File: config.mk
export PLATFORM = sky130hd
export DESIGN_NAME = multicycle_controller
export DESIGN_NICKNAME = d
export VERILOG_FILES = /design/src/rtl/multicycle_controller.sv
export SDC_FILE = /design/constraint.sdc
export NUM_CORES = 1
export LEC_CHECK = 0
export BUFFER_PORTS_ARGS = -buffer_cell sky130_fd_sc_hd__buf_2
export CAP_MARGIN = 40
export CORE_UTILIZATION = 38
export DETAILED_ROUTE_END_ITERATION = 10
export PLACE_DENSITY = 0.76
export SLEW_MARGIN = 25
export SYNTH_ARGS = -nofsm -noshare
export SYNTH_HDL_FRONTEND = slang
export SYNTH_SLANG_ARGS = --single-unit
File: constraint.sdc
create_clock -name clk -period 2.05 [get_ports clk]
set_input_delay 0.3075 -clock clk [delete_from_list [all_inputs] [get_ports clk]]
set_output_delay 0.3075 -clock clk [all_outputs]
set_load 0.01 [all_outputs]
File: src/rtl/multicycle_controller.sv
// rtl/multicycle_controller.sv - multi-cycle RISC-V control FSM with shared memory port handshake.
// Optional performance counters are built when CTRL_PERF_CNT_EN is defined.
module multicycle_controller #(
  parameter int CNT_W = 32
) (
  input  logic             clk,
  input  logic             rst,
  input  logic [6:0]       op,
  input  logic [2:0]       func3,
  input  logic [6:0]       func7,
  input  logic             alu_zero,
  input  logic             mem_ready,
  output logic             mem_req,
  output logic             mem_write,
  output logic             adr_src,
  output logic             ir_write,
  output logic             pc_write,
  output logic             reg_write,
  output logic [1:0]       result_src,
  output logic [1:0]       alu_src_a,
  output logic [1:0]       alu_src_b,
  output logic [2:0]       imm_src,
  output logic [2:0]       alu_ctrl,
  output logic             illegal,
  output logic [CNT_W-1:0] cycle_cnt,
  output logic [CNT_W-1:0] instret_cnt
);

  localparam logic [6:0] OP_LW  = 7'b0000011;
  localparam logic [6:0] OP_SW  = 7'b0100011;
  localparam logic [6:0] OP_R   = 7'b0110011;
  localparam logic [6:0] OP_I   = 7'b0010011;
  localparam logic [6:0] OP_BEQ = 7'b1100011;
  localparam logic [6:0] OP_JAL = 7'b1101111;

  typedef enum logic [3:0] {
    S_FETCH, S_DECODE, S_MEMADR, S_MEMREAD, S_MEMWB, S_MEMWRITE,
    S_EXECR, S_EXECI, S_ALUWB, S_BEQ, S_JAL, S_ILLEGAL
  } state_t;

  state_t     state;
  state_t     next_state;
  logic [1:0] alu_op;
  logic       in_fetch;
  logic       in_beq;
  logic       pc_force;
  logic       unused_func7;

  assign unused_func7 = ^{func7[6], func7[4:0]};

  always_comb begin
    next_state = state;
    case (state)
      S_FETCH:    if (mem_ready) next_state = S_DECODE;
      S_DECODE: begin
        case (op)
          OP_LW, OP_SW: next_state = S_MEMADR;
          OP_R:         next_state = S_EXECR;
          OP_I:         next_state = S_EXECI;
          OP_BEQ:       next_state = S_BEQ;
          OP_JAL:       next_state = S_JAL;
          default:      next_state = S_ILLEGAL;
        endcase
      end
      S_MEMADR:   next_state = (op == OP_LW) ? S_MEMREAD : S_MEMWRITE;
      S_MEMREAD:  if (mem_ready) next_state = S_MEMWB;
      S_MEMWB:    next_state = S_FETCH;
      S_MEMWRITE: if (mem_ready) next_state = S_FETCH;
      S_EXECR:    next_state = S_ALUWB;
      S_EXECI:    next_state = S_ALUWB;
      S_ALUWB:    next_state = S_FETCH;
      S_BEQ:      next_state = S_FETCH;
      S_JAL:      next_state = S_ALUWB;
      S_ILLEGAL:  next_state = S_ILLEGAL;
      default:    next_state = S_FETCH;
    endcase
  end

  // Outputs are registered from the next state, so they always reflect the current state.
  always_ff @(posedge clk or posedge rst) begin
    if (rst) begin
      state      <= S_FETCH;
      mem_req    <= 1'b1;
      mem_write  <= 1'b0;
      adr_src    <= 1'b0;
      reg_write  <= 1'b0;
      result_src <= 2'b10;
      alu_src_a  <= 2'b00;
      alu_src_b  <= 2'b10;
      alu_op     <= 2'b00;
      in_fetch   <= 1'b1;
      in_beq     <= 1'b0;
      pc_force   <= 1'b0;
      illegal    <= 1'b0;
    end else begin
      state      <= next_state;
      mem_req    <= 1'b0;
      mem_write  <= 1'b0;
      adr_src    <= 1'b0;
      reg_write  <= 1'b0;
      result_src <= 2'b00;
      alu_src_a  <= 2'b00;
      alu_src_b  <= 2'b00;
      alu_op     <= 2'b00;
      in_fetch   <= 1'b0;
      in_beq     <= 1'b0;
      pc_force   <= 1'b0;
      illegal    <= illegal | (next_state == S_ILLEGAL);
      case (next_state)
        S_FETCH: begin
          mem_req    <= 1'b1;
          result_src <= 2'b10;
          alu_src_b  <= 2'b10;
          in_fetch   <= 1'b1;
        end
        S_DECODE: begin
          alu_src_a <= 2'b01;
          alu_src_b <= 2'b01;
        end
        S_MEMADR, S_EXECI: begin
          alu_src_a <= 2'b10;
          alu_src_b <= 2'b01;
          alu_op    <= (next_state == S_EXECI) ? 2'b10 : 2'b00;
        end
        S_MEMREAD: begin
          mem_req <= 1'b1;
          adr_src <= 1'b1;
        end
        S_MEMWB: begin
          result_src <= 2'b01;
          reg_write  <= 1'b1;
        end
        S_MEMWRITE: begin
          mem_req   <= 1'b1;
          mem_write <= 1'b1;
          adr_src   <= 1'b1;
        end
        S_EXECR: begin
          alu_src_a <= 2'b10;
          alu_op    <= 2'b10;
        end
        S_ALUWB: reg_write <= 1'b1;
        S_BEQ: begin
          alu_src_a <= 2'b10;
          alu_op    <= 2'b01;
          in_beq    <= 1'b1;
        end
        S_JAL: begin
          alu_src_a <= 2'b01;
          alu_src_b <= 2'b10;
          pc_force  <= 1'b1;
        end
        default: ;
      endcase
    end
  end

  assign ir_write = in_fetch & mem_ready;
  assign pc_write = pc_force | (in_fetch & mem_ready) | (in_beq & alu_zero);

  always_comb begin
    alu_ctrl = 3'b000;
    case (alu_op)
      2'b01: alu_ctrl = 3'b001;
      2'b10: begin
        case (func3)
          3'b000:  alu_ctrl = (op[5] & func7[5]) ? 3'b001 : 3'b000;
          3'b010:  alu_ctrl = 3'b101;
          3'b110:  alu_ctrl = 3'b011;
          3'b111:  alu_ctrl = 3'b010;
          default: alu_ctrl = 3'b111;
        endcase
      end
      default: alu_ctrl = 3'b000;
    endcase
  end

  always_comb begin
    imm_src = 3'b000;
    case (op)
      OP_SW:   imm_src = 3'b001;
      OP_BEQ:  imm_src = 3'b010;
      OP_JAL:  imm_src = 3'b011;
      default: imm_src = 3'b000;
    endcase
  end

`ifdef CTRL_PERF_CNT_EN
  logic [CNT_W-1:0] cycle_q;
  logic [CNT_W-1:0] instret_q;

  // A retirement is any return to FETCH from another state.
  always_ff @(posedge clk or posedge rst) begin
    if (rst) begin
      cycle_q   <= '0;
      instret_q <= '0;
    end else begin
      cycle_q <= cycle_q + CNT_W'(1);
      if (state != S_FETCH && next_state == S_FETCH)
        instret_q <= instret_q + CNT_W'(1);
    end
  end

  assign cycle_cnt   = cycle_q;
  assign instret_cnt = instret_q;
`else
  assign cycle_cnt   = '0;
  assign instret_cnt = '0;
`endif

endmodule

---- After elaboration in Yosys (flattened, before gate mapping) ----
Index checks and enable logic that the tools add are counted.
W data, S select, Z words.
storage, ports and cells
  memories kept ........................... 0
  input port bits ......................... 21
  output and inout bits ................... 83
  bits in latches ......................... 0
  RAM bits ................................ 0
  word-level logic and storage cells ...... 84
  register bits after elaboration ......... 20
  ROM bits ................................ 0
operators by class
  $mul .................................... 0
  reductions and logical operators ........ 13
  equality and inequality tests ........... 30
  bitwise gates (word level) .............. 6
  muxes and demuxes ....................... 22
  $lt $le $gt $ge ......................... 0
  shifts and indexed selects .............. 0
  add/sub/neg operators ................... 0
  divide/modulo/power cells ............... 0
operators with widths
  kind                  number
  $eq A4 B3 Y1 const B  7
  $pmux W4 S7           1
  $eq A4 B4 Y1 const B  6
  $pmux W4 S5           1
  $eq A4 B2 Y1 const B  4
  $eq A7 B6 Y1 const B  2
  $eq A7 B7 Y1 const B  2
  $mux W4               3
  $pmux W2 S2           3
  $pmux W2 S3           2
  $pmux W3 S4           1
  $reduce_or A2 Y1      6
  $reduce_or A3 Y1      3
  $eq A4 B1 Y1 const B  2
  $logic_not A4 Y1      2
  $mux W1               8
  $eq A7 B2 Y1 const B  1
  $eq A7 B5 Y1 const B  1
  $eq A3 B3 Y1 const B  2
  $pmux W3 S2           1
  $reduce_or A4 Y1      1
  $and A1 B1 Y1         3
  $eq A3 B2 Y1 const B  1
  $logic_not A3 Y1      1
  other kinds (5)       7

---- Logic depth before layout (Yosys ltp) ----
  depth after elaboration ................. 7
  depth in mapped cells ................... 8
  mapped depth without buffers ............ 7

---- Worst setup path before layout ----
OpenSTA, ideal clock, no wires.
  path kind ............................... register -> register
  from .................................... register state[3]
  to ...................................... register adr_src
  data required time ...................... 1.931 ns
  setup time .............................. 0.119 ns
  period minus slack after synthesis ...... 2.046 ns
  cell stages (with the launch flop) ...... 8
  buffers on the path ..................... 1
  slack ................................... 0.004 ns
  arrival ................................. 1.927 ns
  path through ............................ dfrtp_1 > buf_4 > or4b_4 > or4b_4 > nand4_4 > nor2_1 > mux2i_1 > nor2_1
between the ends
  longest elaborated chain between the ends .. 6
  elaborated cells on any way between the ends .. 18
  those cells by class .................... eq/ne: 10; mux: 5; reduce/logical: 3
ends and longest elaborated chain
  what                                                 RTL line  text
  from (decl)                                          41        state_t state;
  from (signal assigned)                               96        state <= next_state;
  $eq A4 B4 Y1 / $eq A4 B3 Y1 (equally long branches)  53        case (state)
  $reduce_or A3 Y1 (no line)                           n/a
  $pmux W4 S7 (*)                                      53
  net next_state[2]                                    42        state_t next_state;
  $eq A4 B3 Y1 / $eq A4 B2 Y1 (equally long branches)  109       case (next_state)
  $reduce_or A2 Y1 (no line) (*)                       n/a
  $mux W1 (*)                                          109
  to (signal assigned)                                 99        adr_src <= 1'b0;
  to (signal assigned)                                 127       adr_src <= 1'b1;
  to (signal assigned)                                 136       adr_src <= 1'b1;
  to (decl)                                            15        output logic adr_src,
Mark *: on every way through the listed nets, which the timed path passes. The rest lies on a longest branch.

---- Worst setup path in the final report ----
  from .................................... register state[1]
  to ...................................... register alu_src_b[0]
between the ends
  longest elaborated chain between the ends .. 6
  elaborated cells on any way between the ends .. 22
  those cells by class .................... eq/ne: 12; mux: 5; reduce/logical: 5
ends and longest elaborated chain
  what                                                                   RTL line  text
  $eq A4 B4 Y1 / $eq A4 B3 Y1 (equally long branches)                    53
  $reduce_or A3 Y1 (no line)                                             n/a
  $pmux W4 S7 (*)                                                        53
  net next_state[2]                                                      42
  $eq A4 B3 Y1 (tied with other cells)                                   109
  $reduce_or A3 Y1 (no line) / $reduce_or A2 Y1 (equally long branches)  n/a
  $pmux W2 S2 (*)                                                        109
  to (signal assigned)                                                   113       alu_src_b <= 2'b10;
  to (signal assigned)                                                   118       alu_src_b <= 2'b01;
  to (signal assigned)                                                   122       alu_src_b <= 2'b01;
  to (decl)                                                              21        output logic [1:0] alu_src_b,
Marks and branches as above.

==> results.py <==
metrics = {
    "outcome": {
        "status": "complete, but fails checks",
        "violations": "negative setup slack",
    },
    "routing": {
        "vias": 1154,
        "wl_per_cell_um": 9.48,
        "drt_wl_total_mm": 2.64,
        "avgViaCountPerCell": 4.15,
        "initialDrtViolationCount": 25,
        "drtAntennaViolNets": 0,
        "drt-pass1-iter-count": 4,
        "post-route-drc-count": 0,
    },
    "grt": {
        "grt_max_degree": 21,
        "grt_overflow": 0,
        "grt_pass1_wl_mm": 4.00,
        "track_usage": 0.113,
        "antenna_found_initial": 0,
        "grt_pass1_vias": 934,
    },
    "yosys": {
        "synth.top_cell.area_share": 0.306,
        "synthTopCellsByArea": "buf_4 31%, dfrtp_1 25%, dfstp_2 6.5%, nor2_1 3.2%, nand2_1 2.3%",
        "synthFlopType": "dfrtp_1",
        "async_reset_ff_frac": 1.00,
        "yosysWarnings": 0,
        "post-synth-top-area-cell": "buf_4",
        "synth_seq_cells": 20,
        "yosysSeqAreaShare": 0.312,
        "synth.distinct_cells": 46,
        "syn_inst": 182,
        "syn_avg_cell_area_um2": 8.90,
        "syn-cell-area_um2": 1620,
        "synth_edf_count": 0,
    },
    "final_layout": {
        "multi_input_area_um2": 845,
        "syn_to_final_growth_pct": 10.7,
        "fillCellCount": 398,
        "final_cell_area_um2": 1790,
        "nets": 252,
        "regArea_um2": 505,
        "utilization": 0.442,
        "instances_no_fill": 278,
        "drive_gt1_frac": 0.325,
        "num_antenna_cells": 0,
    },
    "placed_design": {
        "dp.cells": 267,
        "hpwl_mm": 1.94,
        "place_congestion": 0.760,
        "placement.io_buffers": 32,
        "pre_cts_slack_ns": -0.0230,
        "dpl_cell_area_um2": 1630,
    },
    "timing": {
        "fin_ws_ns": -0.00152,
        "hold_viol_final": 0,
        "timing.final.crit_share": 1.00,
        "whs_ns": 0.159,
        "setup_viol": 1,
        "rsz0062_at_grt": "yes",
        "finClkSkew_ns": 0.00300,
        "max_slew_margin": 0.531,
        "slew_violations": 0,
        "fmax_ghz": 0.487,
        "fin_crit_ns": 2.05,
        "worstMarginPinSlew_ns": 0.703,
    },
    "setup_path": {
        "endpoint_kind": "register",
        "critPathKind": "reg2reg",
        "slowest_delay_ns": 0.55,
        "cp.required_ns": 2.18,
        "start_kind": "register",
        "cpMostUsedCell": "or4b_4",
        "path_buf_inv": 0,
        "critPathSlowestCell": "or4b_4",
        "critPathArrivalTime_ns": 2.18,
        "crit_path_max_fanout": 6,
        "crit_chain": "or4b_4, or4b_4, nand4_4, nor3b_2, a21oi_2, o21ai_1",
        "critical_path.top_delay_family": "simple AND/OR/NAND/NOR gates",
    },
    "hold_path": {
        "hp-class": "in2async",
    },
    "floorplan": {
        "dieArea_um2": 4530,
        "ioPinCount": 104,
        "core_area_um2": 4060,
        "die_h_um": 67.3,
        "rows": 23,
        "start_util": 0.399,
        "die_w_um": 67.3,
    },
    "cts": {
        "cts.clk_slew.worst_paths_ns": 0.07,
        "clk_latency_ns": 0.25,
        "cts_tree": "yes",
        "htree_levels": 1,
        "cts_sinks": 20,
        "max-clock-path-buffers": 2,
        "hold_buffers": 0,
        "root_buffer": "clkbuf_8",
        "cts_buffers": 3,
    },
    "flow_run": {
        "drv_cap": 0,
    },
    "power": {
        "p_leak_nw": 0.966,
        "power_density_nw_per_um2": 1330,
        "peakVddDrop_uv": 497,
    },
}
kinds of logic after synthesis:
| family | share of synthesized area |
|---|---|
| simple gates | 0.218 |
| fa+ha+maj | 0.0154 |
| buf+inv | 0.337 |
| other cells | 0.00231 |
| flops | 0.312 |
| xor+xnor | 0.0162 |
| mux | 0.00618 |
| compound gates | 0.0927 |
flip-flops by register name, indices dropped and copies added, names as in the netlist:
| register | flops |
|---|---|
| alu_src_a | 2 |
| state | 4 |
| alu_op | 2 |
| result_src | 2 |
| illegal | 1 |
| adr_src | 1 |
| in_fetch | 1 |
| pc_force | 1 |
| mem_write | 1 |
| mem_req | 1 |
| in_beq | 1 |
| reg_write | 1 |
| alu_src_b | 2 |
report_power, final:
| part | internal [mW] | leakage, nW | switching, mW |
|---|---|---|---|
| logic | 0.611 | 0.679 | 0.768 |
| registers | 0.562 | 0.251 | 0.0677 |
| clock network | 0.260 | 0.0357 | 0.117 |
| total | 1.43 | 0.966 | 0.953 |
area by class of cell:
type | instances | share of cell area
Inverter | 7 | 0.0146
Timing Repair Buffer | 48 | 0.158
Multi-Input combinational cell | 149 | 0.471
Clock buffer | 3 | 0.0230
Clock inverter | 1 | 0.0167
Sequential cell | 20 | 0.282
Tap cell | 50 | 0.0349
cell usage in the layout, fill, tap and decap left out, types with 3 or more instances in the layout:
master / netlist / final
a21oi_1: 4 / 3
buf_2: 2 / 32
buf_4: 66 / 15
clkbuf_8: 0 / 3
conb_1: 1 / 65
dfrtp_1: 16 / 16
dfstp_2: 4 / 4
inv_1: 6 / 5
nand2_1: 10 / 10
nand2b_1: 4 / 4
nor2_1: 14 / 13
nor3_1: 7 / 7
or4b_4: 2 / 3
cell usage after synthesis (2+ instances only):
cell type / number
nand2_1: 10
xor2_1: 2
o31ai_1: 3
nor3b_1: 2
ha_1: 2
nor2_1: 14
nand2b_1: 4
o21ai_0: 4
a21oi_2: 2
or3_1: 2
dfstp_2: 4
buf_2: 2
nand3_1: 2
nor3_1: 7
or4b_4: 2
nor2b_1: 2
buf_4: 66
dfrtp_1: 16
inv_1: 6
a21oi_1: 4
timing repair:
item	4_1_cts	5_1_grt
gates cloned	0	0
endpoints found under the setup margin	6	10
gates resized for setup	3	9
pin swaps	4	2
buffers inserted	2	5
layer usage:
metal	share of wire	track usage	wire length [um]
met1	0.39	0.133	1020
met2	0.53	0.205	1400
met3	0.070	0.0220	184
met4	0.011	0.0346	28
met5	0	0	0
final timing paths:
kind / from / endpoint / slack [ns] / cells after the start
max: state[1] / alu_src_b[0] / -0.002 / 6
min: rst / pc_force / 0.16 / 2
max reg2reg: state[1] / alu_src_b[0] / -0.002 / 6
min reg2reg: illegal / illegal / 0.50 / 1
max in group asynchronous: rst / adr_src / 1.45 / 2
min in group clk: mem_ready / result_src[0] / 0.35 / 3
per-stage QoR:
| step | TNS, ns | power, mW |
|---|---|---|
| after floorplan | 0 | 1.57 |
| after global placement | -0.0441 | 1.77 |
| after detailed placement | -0.0512 | 1.78 |
| after CTS | -0.0111 | 2.21 |
| after global routing | -0.206 | 2.57 |
| final | -0.00152 | 2.39 |
(Power assumes the default switching activity.)
